$ cat config.mk
export PLATFORM = sky130hd
export DESIGN_NAME = register_bank_flat
export DESIGN_NICKNAME = d
export VERILOG_FILES = /design/src/rtl/mips_pkg.sv /design/src/rtl/register_bank_if.sv /design/src/rtl/reg_read_port.sv /design/src/rtl/register_bank.sv /design/src/flat_wrapper.sv
export SDC_FILE = /design/constraint.sdc
export NUM_CORES = 2
export LEC_CHECK = 0
export ABC_AREA = 1
export ABC_CLOCK_PERIOD_IN_PS = 3200
export BUFFER_PORTS_ARGS = -buffer_cell sky130_fd_sc_hd__buf_2
export CAP_MARGIN = 10
export CORE_MARGIN = 2
export CORE_UTILIZATION = 35
export CTS_CLUSTER_DIAMETER = 100
export CTS_CLUSTER_SIZE = 16
export DETAILED_ROUTE_END_ITERATION = 8
export GPL_ROUTABILITY_DRIVEN = 0
export HOLD_SLACK_MARGIN = 0.15
export MAX_ROUTING_LAYER = met4
export PLACE_DENSITY_LB_ADDON = 0.2
export SYNTH_ARGS = -nofsm -noshare
export SYNTH_HDL_FRONTEND = slang
export SYNTH_SLANG_ARGS = --single-unit
$ cat constraint.sdc
create_clock -name clk -period 3.2 [get_ports clk]
set_input_delay 0.64 -clock clk [delete_from_list [all_inputs] [get_ports clk]]
set_output_delay 0.64 -clock clk [all_outputs]
set_load 0.005 [all_outputs]
$ cat src/rtl/mips_pkg.sv
// Shared constants for the multicycle MIPS datapath: widths, architectural
// register indices and the register-destination mux select encoding.
package mips_pkg;

    localparam int DATA_W = 32;
    localparam int ADDR_W = 5;

    localparam int REG_ZERO = 0;
    localparam int REG_SP   = 29;
    localparam int REG_RA   = 31;

    localparam int SP_RESET = 227;

    // Select encoding for the mux that produces WriteReg upstream of the bank.
    typedef enum logic [2:0] {
        REGDST_RT = 3'd0,
        REGDST_RD = 3'd1,
        REGDST_RA = 3'd2,
        REGDST_SP = 3'd3,
        REGDST_RS = 3'd4
    } regdst_e;

endpackage : mips_pkg

$ cat src/rtl/register_bank_if.sv
// Write port plus two read ports of the register bank; the master is the
// datapath, the slave is the bank.
interface register_bank_if #(
    parameter int DATA_W = mips_pkg::DATA_W,
    parameter int ADDR_W = mips_pkg::ADDR_W
);
    logic              RegWrite;
    logic [ADDR_W-1:0] WriteReg;
    logic [DATA_W-1:0] WriteData;
    logic [ADDR_W-1:0] ReadReg1;
    logic [ADDR_W-1:0] ReadReg2;
    logic [DATA_W-1:0] ReadData1;
    logic [DATA_W-1:0] ReadData2;

    modport master (
        output RegWrite, WriteReg, WriteData, ReadReg1, ReadReg2,
        input  ReadData1, ReadData2
    );

    modport slave (
        input  RegWrite, WriteReg, WriteData, ReadReg1, ReadReg2,
        output ReadData1, ReadData2
    );
endinterface : register_bank_if

$ cat src/rtl/reg_read_port.sv
// One combinational read port: $zero forcing, optional same-cycle write
// bypass, otherwise a plain array lookup.
module reg_read_port
    import mips_pkg::REG_ZERO;
#(
    parameter int DATA_W = 32,
    parameter int ADDR_W = 5,
    parameter int BYPASS = 1
) (
    input  logic [DATA_W-1:0] mem_i [2**ADDR_W],
    input  logic [ADDR_W-1:0] rd_addr_i,
    input  logic              we_i,
    input  logic [ADDR_W-1:0] wr_addr_i,
    input  logic [DATA_W-1:0] wr_data_i,
    output logic [DATA_W-1:0] rd_data_o
);

    always_comb begin
        rd_data_o = '0;
        // $zero wins over everything, including a bypassed write.
        if (rd_addr_i != ADDR_W'(REG_ZERO)) begin
            if ((BYPASS != 0) && we_i && (wr_addr_i == rd_addr_i)) begin
                rd_data_o = wr_data_i;
            end else begin
                rd_data_o = mem_i[rd_addr_i];
            end
        end
    end

endmodule : reg_read_port

$ cat src/rtl/register_bank.sv
// 32 x 32 general-purpose register file: one synchronous write port, two
// combinational read ports, $sp preset on the active-low synchronous reset.
module register_bank #(
    parameter int DATA_W   = mips_pkg::DATA_W,
    parameter int ADDR_W   = mips_pkg::ADDR_W,
    parameter int SP_RESET = mips_pkg::SP_RESET,
    parameter int BYPASS   = 1
) (
    input  logic            clk,
    input  logic            reset,
    register_bank_if.slave  bus
);

    localparam int DEPTH = 2**ADDR_W;

    logic [DATA_W-1:0] mem_q [DEPTH];

    for (genvar gi = 0; gi < DEPTH; gi++) begin : g_reg
        localparam logic [DATA_W-1:0] RST_VAL =
            (gi == mips_pkg::REG_SP) ? DATA_W'(SP_RESET) : '0;
        // Register 0 still owns a flop so the array is uniform; it is simply never written.
        localparam bit WRITABLE = (gi != mips_pkg::REG_ZERO);

        logic [DATA_W-1:0] val_q;

        always_ff @(posedge clk) begin
            if (!reset) begin
                val_q <= RST_VAL;
            end else if (WRITABLE && bus.RegWrite && (bus.WriteReg == ADDR_W'(gi))) begin
                val_q <= bus.WriteData;
            end
        end

        assign mem_q[gi] = val_q;
    end

    reg_read_port #(
        .DATA_W (DATA_W),
        .ADDR_W (ADDR_W),
        .BYPASS (BYPASS)
    ) u_port1 (
        .mem_i     (mem_q),
        .rd_addr_i (bus.ReadReg1),
        .we_i      (bus.RegWrite),
        .wr_addr_i (bus.WriteReg),
        .wr_data_i (bus.WriteData),
        .rd_data_o (bus.ReadData1)
    );

    reg_read_port #(
        .DATA_W (DATA_W),
        .ADDR_W (ADDR_W),
        .BYPASS (BYPASS)
    ) u_port2 (
        .mem_i     (mem_q),
        .rd_addr_i (bus.ReadReg2),
        .we_i      (bus.RegWrite),
        .wr_addr_i (bus.WriteReg),
        .wr_data_i (bus.WriteData),
        .rd_data_o (bus.ReadData2)
    );

endmodule : register_bank

$ cat src/flat_wrapper.sv
// flat-port wrapper written by rule: the top's interface ports become plain ports
module register_bank_flat 
#(
    parameter int DATA_W   = mips_pkg::DATA_W,
    parameter int ADDR_W   = mips_pkg::ADDR_W,
    parameter int SP_RESET = mips_pkg::SP_RESET,
    parameter int BYPASS   = 1
)
  (clk, reset, bus_RegWrite, bus_WriteReg, bus_WriteData, bus_ReadReg1, bus_ReadReg2, bus_ReadData1, bus_ReadData2);
  register_bank_if #(.DATA_W(DATA_W), .ADDR_W(ADDR_W)) bus_i ();
  input  logic clk;
  input  logic reset;
  input wire logic [$bits(bus_i.RegWrite)-1:0] bus_RegWrite;
  input wire logic [$bits(bus_i.WriteReg)-1:0] bus_WriteReg;
  input wire logic [$bits(bus_i.WriteData)-1:0] bus_WriteData;
  input wire logic [$bits(bus_i.ReadReg1)-1:0] bus_ReadReg1;
  input wire logic [$bits(bus_i.ReadReg2)-1:0] bus_ReadReg2;
  output wire logic [$bits(bus_i.ReadData1)-1:0] bus_ReadData1;
  output wire logic [$bits(bus_i.ReadData2)-1:0] bus_ReadData2;
  assign bus_i.RegWrite = bus_RegWrite;
  assign bus_i.WriteReg = bus_WriteReg;
  assign bus_i.WriteData = bus_WriteData;
  assign bus_i.ReadReg1 = bus_ReadReg1;
  assign bus_i.ReadReg2 = bus_ReadReg2;
  assign bus_ReadData1 = bus_i.ReadData1;
  assign bus_ReadData2 = bus_i.ReadData2;
  register_bank #(.DATA_W(DATA_W), .ADDR_W(ADDR_W), .SP_RESET(SP_RESET), .BYPASS(BYPASS)) u_core (.clk(clk), .reset(reset), .bus(bus_i));
endmodule
==> metrics <==
final core occ=40.5%; Worst Tran Pin Value=0.840 ns; post-synth cell types=22; port bufs=113; Final WS setup=-0.0290 ns; detailed placement HPWL=163 mm; critical path arrival=2.59 ns; Reg clk slew, reported paths=0.08 ns; first-pass GRT wire length=374 mm; routed via count=61704; CTS sink count=992; sequential power share=46.6%; clk_lat worst skew=0.70 ns; top flop regs=u_core.g.val_q: 992 flops; failing checks=negative setup slack; Clock Tree Buf Depth=3; GR Layer Usage met1=42.0%; Pre-Repair DR Iteration Count=9; fillers=16645; Clock power frac=33.8%; Mapped Cells=9014; Via density=5.64; H-tree levels=3; Comb pwr share=19.6%; Worst R2R Start=u_core.g_reg[29].val_q[0]; most common cell in the netlist=nand2_1; Top FF cell, synth=dfxtp_1; max reg flops=992; nets@finish=8898; total I/O pin count=114; drt total wl=261 mm; initial DRC count=8379; Int Power=0.0184 W; P_sw=0.00852 W; met3 usage=6.65%; Pwr Density=425 mW/mm2; Mapped Avg Cell Area=6.13 um2; Crit Path Max Fanout=8; CTS tree=built; number of global-route vias before repair=54935; max-slew violations=0; fmax=0.310 GHz; Max Cap Viol=0; RSZ-0062 raised after global routing=yes; period utilization=101%; Ys Warns=0; Tot GR Track Use=31.5%; Worst EP required=2.56 ns; Hold Path Depth=3; r2r endpoint=u_core.g_reg[29].val_q[0]; switching share of total power=31.6%; chip height=401 um; path depth of the worst reg2reg path=2; Yosys top cell by area=dfxtp_1; Worst Setup End Kind=output port; met2 Use GR=46.4%; Rel. slew slack=44.0%; Final Cell Area=0.0634 mm2; pin count of the biggest net entering global routing=107; hold path start=bus_WriteData[9]; dpl cells=10801; Die W=401 um; Layout Cells excl Fill=10932; asr flop ratio synth=0%; post-layout min period=3.23 ns; post-synth top area share=36.0%; Post-synth EDFFs=0; Mapped Nets=9064; status=complete, but fails checks; r2r setup slk=2.51 ns; Initial Utilization=35.3%; full die area=0.161 mm2; WHS Endpoint=u_core.g_reg[18].val_q[9]; flops & latches, synth=992; CTS Buf Count=72; ratio of cells with drive above 1 in the final layout=8.80%; Commonest cells post-synth=nand2_1 (2124), nand3_1 (1589), a21oi_1 (1076); drt drc=0; LEAKAGE=26.8 nW; area delta synth->final=14.7%; Root Buffer=clkbuf_16; # setup viols final=2; GRT Residual Overflow=0; row cnt=145; CP Class=in -> out; initial antenna violation count=30; Final ANT Viol Nets=0; startpoint types=input port; maximum vdd drop=0.380 mV; sequential area share after synthesis=36.0%; HP Class=in -> reg; Syn Std Cell Area=0.0552 mm2; largest register by flop count=u_core.g.val_q; setup slack at placement=-0.396 ns; Fin. Hold Viols=0; drt wl/cell=23.8 um; CTS hold repair buffers=0; Cell Area, Placed=0.0602 mm2; Most Crowded Layer GR=met2; Area contributors post-synth=dfxtp_1 (36%), nand2_1 (14%), nand3_1 (14%); worst clock skew=0 ns; Core Box Area=0.156 mm2
==> cell type report <==
type | instances | area, um2 | area share, %
multi-input cells | 6110 | 28400 | 44.8
repair buffers | 587 | 6380 | 10.1
clock inverters | 4 | 45.0 | 0.0711
repair inverters | 1 | 11.3 | 0.0178
flip-flops and latches | 992 | 19900 | 31.3
clock buffers | 76 | 1900 | 3.00
diodes | 20 | 50.0 | 0.0790
inverters | 1084 | 4130 | 6.52
well taps | 2058 | 2570 | 4.06
==> cells in the final DEF (no fill, tap or decap), types with 12 or more instances in the layout <==
cell type  Yosys  routed
clkbuf_16      0      88
nor2_1       122     118
nor3_1        14      13
buf_6          0      23
inv_2         22      21
o211ai_1      64      64
nand2_4        0      12
diode_2        0      20
o21ai_0     1068    1058
buf_16         0      24
buf_4          1     310
o21ai_1       38      48
buf_2        182     103
a21oi_2        0      17
dfxtp_1      992     992
inv_1       1054    1049
nand2_1     2124    2094
nand2_2        5      23
nand3_1     1589    1574
a21oi_1     1076    1051
buf_12         0     103
==> power groups by stage <==
stage / Combinational, W / Clock [W] / Sequential [W]
after floorplan: 0.00270 / 0 / 0.0128
after global placement: 0.00488 / 0 / 0.0128
after detailed placement: 0.00490 / 0 / 0.0128
after CTS: 0.00498 / 0.00925 / 0.0125
after global routing: 0.00562 / 0.00965 / 0.0126
final: 0.00529 / 0.00912 / 0.0126
==> through the flow <==
stage               hold slack, ns  power, W  TNS [ns]
detailed placement           0.455    0.0177     -2.17
CTS                          0.342    0.0268   -0.0949
floorplan                    0.439    0.0155         0
global placement             0.448    0.0177     -2.10
finish                       0.372    0.0270   -0.0567
global route                 0.392    0.0278   -0.0573
==> worst max-delay path by stage <==
stage | from | endpoint | slack (ns) | cells past startpoint
after global placement | bus_ReadReg2[0] | bus_ReadData2[14] | -0.42 | 14
after detailed placement | bus_ReadReg2[0] | bus_ReadData2[14] | -0.40 | 14
final | bus_ReadReg2[0] | bus_ReadData2[24] | -0.03 | 13
after global routing | bus_ReadReg1[0] | bus_ReadData1[30] | -0.02 | 14
after floorplan | bus_ReadReg1[0] | bus_ReadData1[30] | 0.78 | 11
after CTS | bus_ReadReg2[0] | bus_ReadData2[14] | -0.09 | 14
==> critical path, stage by stage <==
cell and delay [ns]:
buf_16 0.14, buf_16 0.17, buf_4 0.17, buf_4 0.16
nand2_1 0.07, nand3_1 0.08, nand3_1 0.12, nand3_1 0.11
nand3_1 0.10, nand2_1 0.14, a21oi_2 0.33, buf_6 0.19
buf_2 0.12
==> cell families after synthesis <==
logic type             count (synthesis)  synth area share, %
AO/OA/AOI/OAI                       2252                 20.7
buffers and inverters               1912                 13.4
AND/OR/NAND/NOR                     3858                 29.9
flip-flops                           992                 36.0
==> layer usage <==
metal | vias to the layer above | routed length (um) | share of wire (%)
li1 | 28924 | - | -
met1 | 28764 | 109000 | 42
met2 | 3458 | 111000 | 42
met3 | 558 | 29100 | 11
met4 | 0 | 11300 | 4.3
met5 | - | 0 | 0
==> what timing repair did <==
item,4_1_cts,5_1_grt
gates resized for setup,40,89
cloned,5,13
setup endpoints to repair,23,50
pin swaps,0,8
setup buffers,0,13
Power figures use the tool's default switching activity.
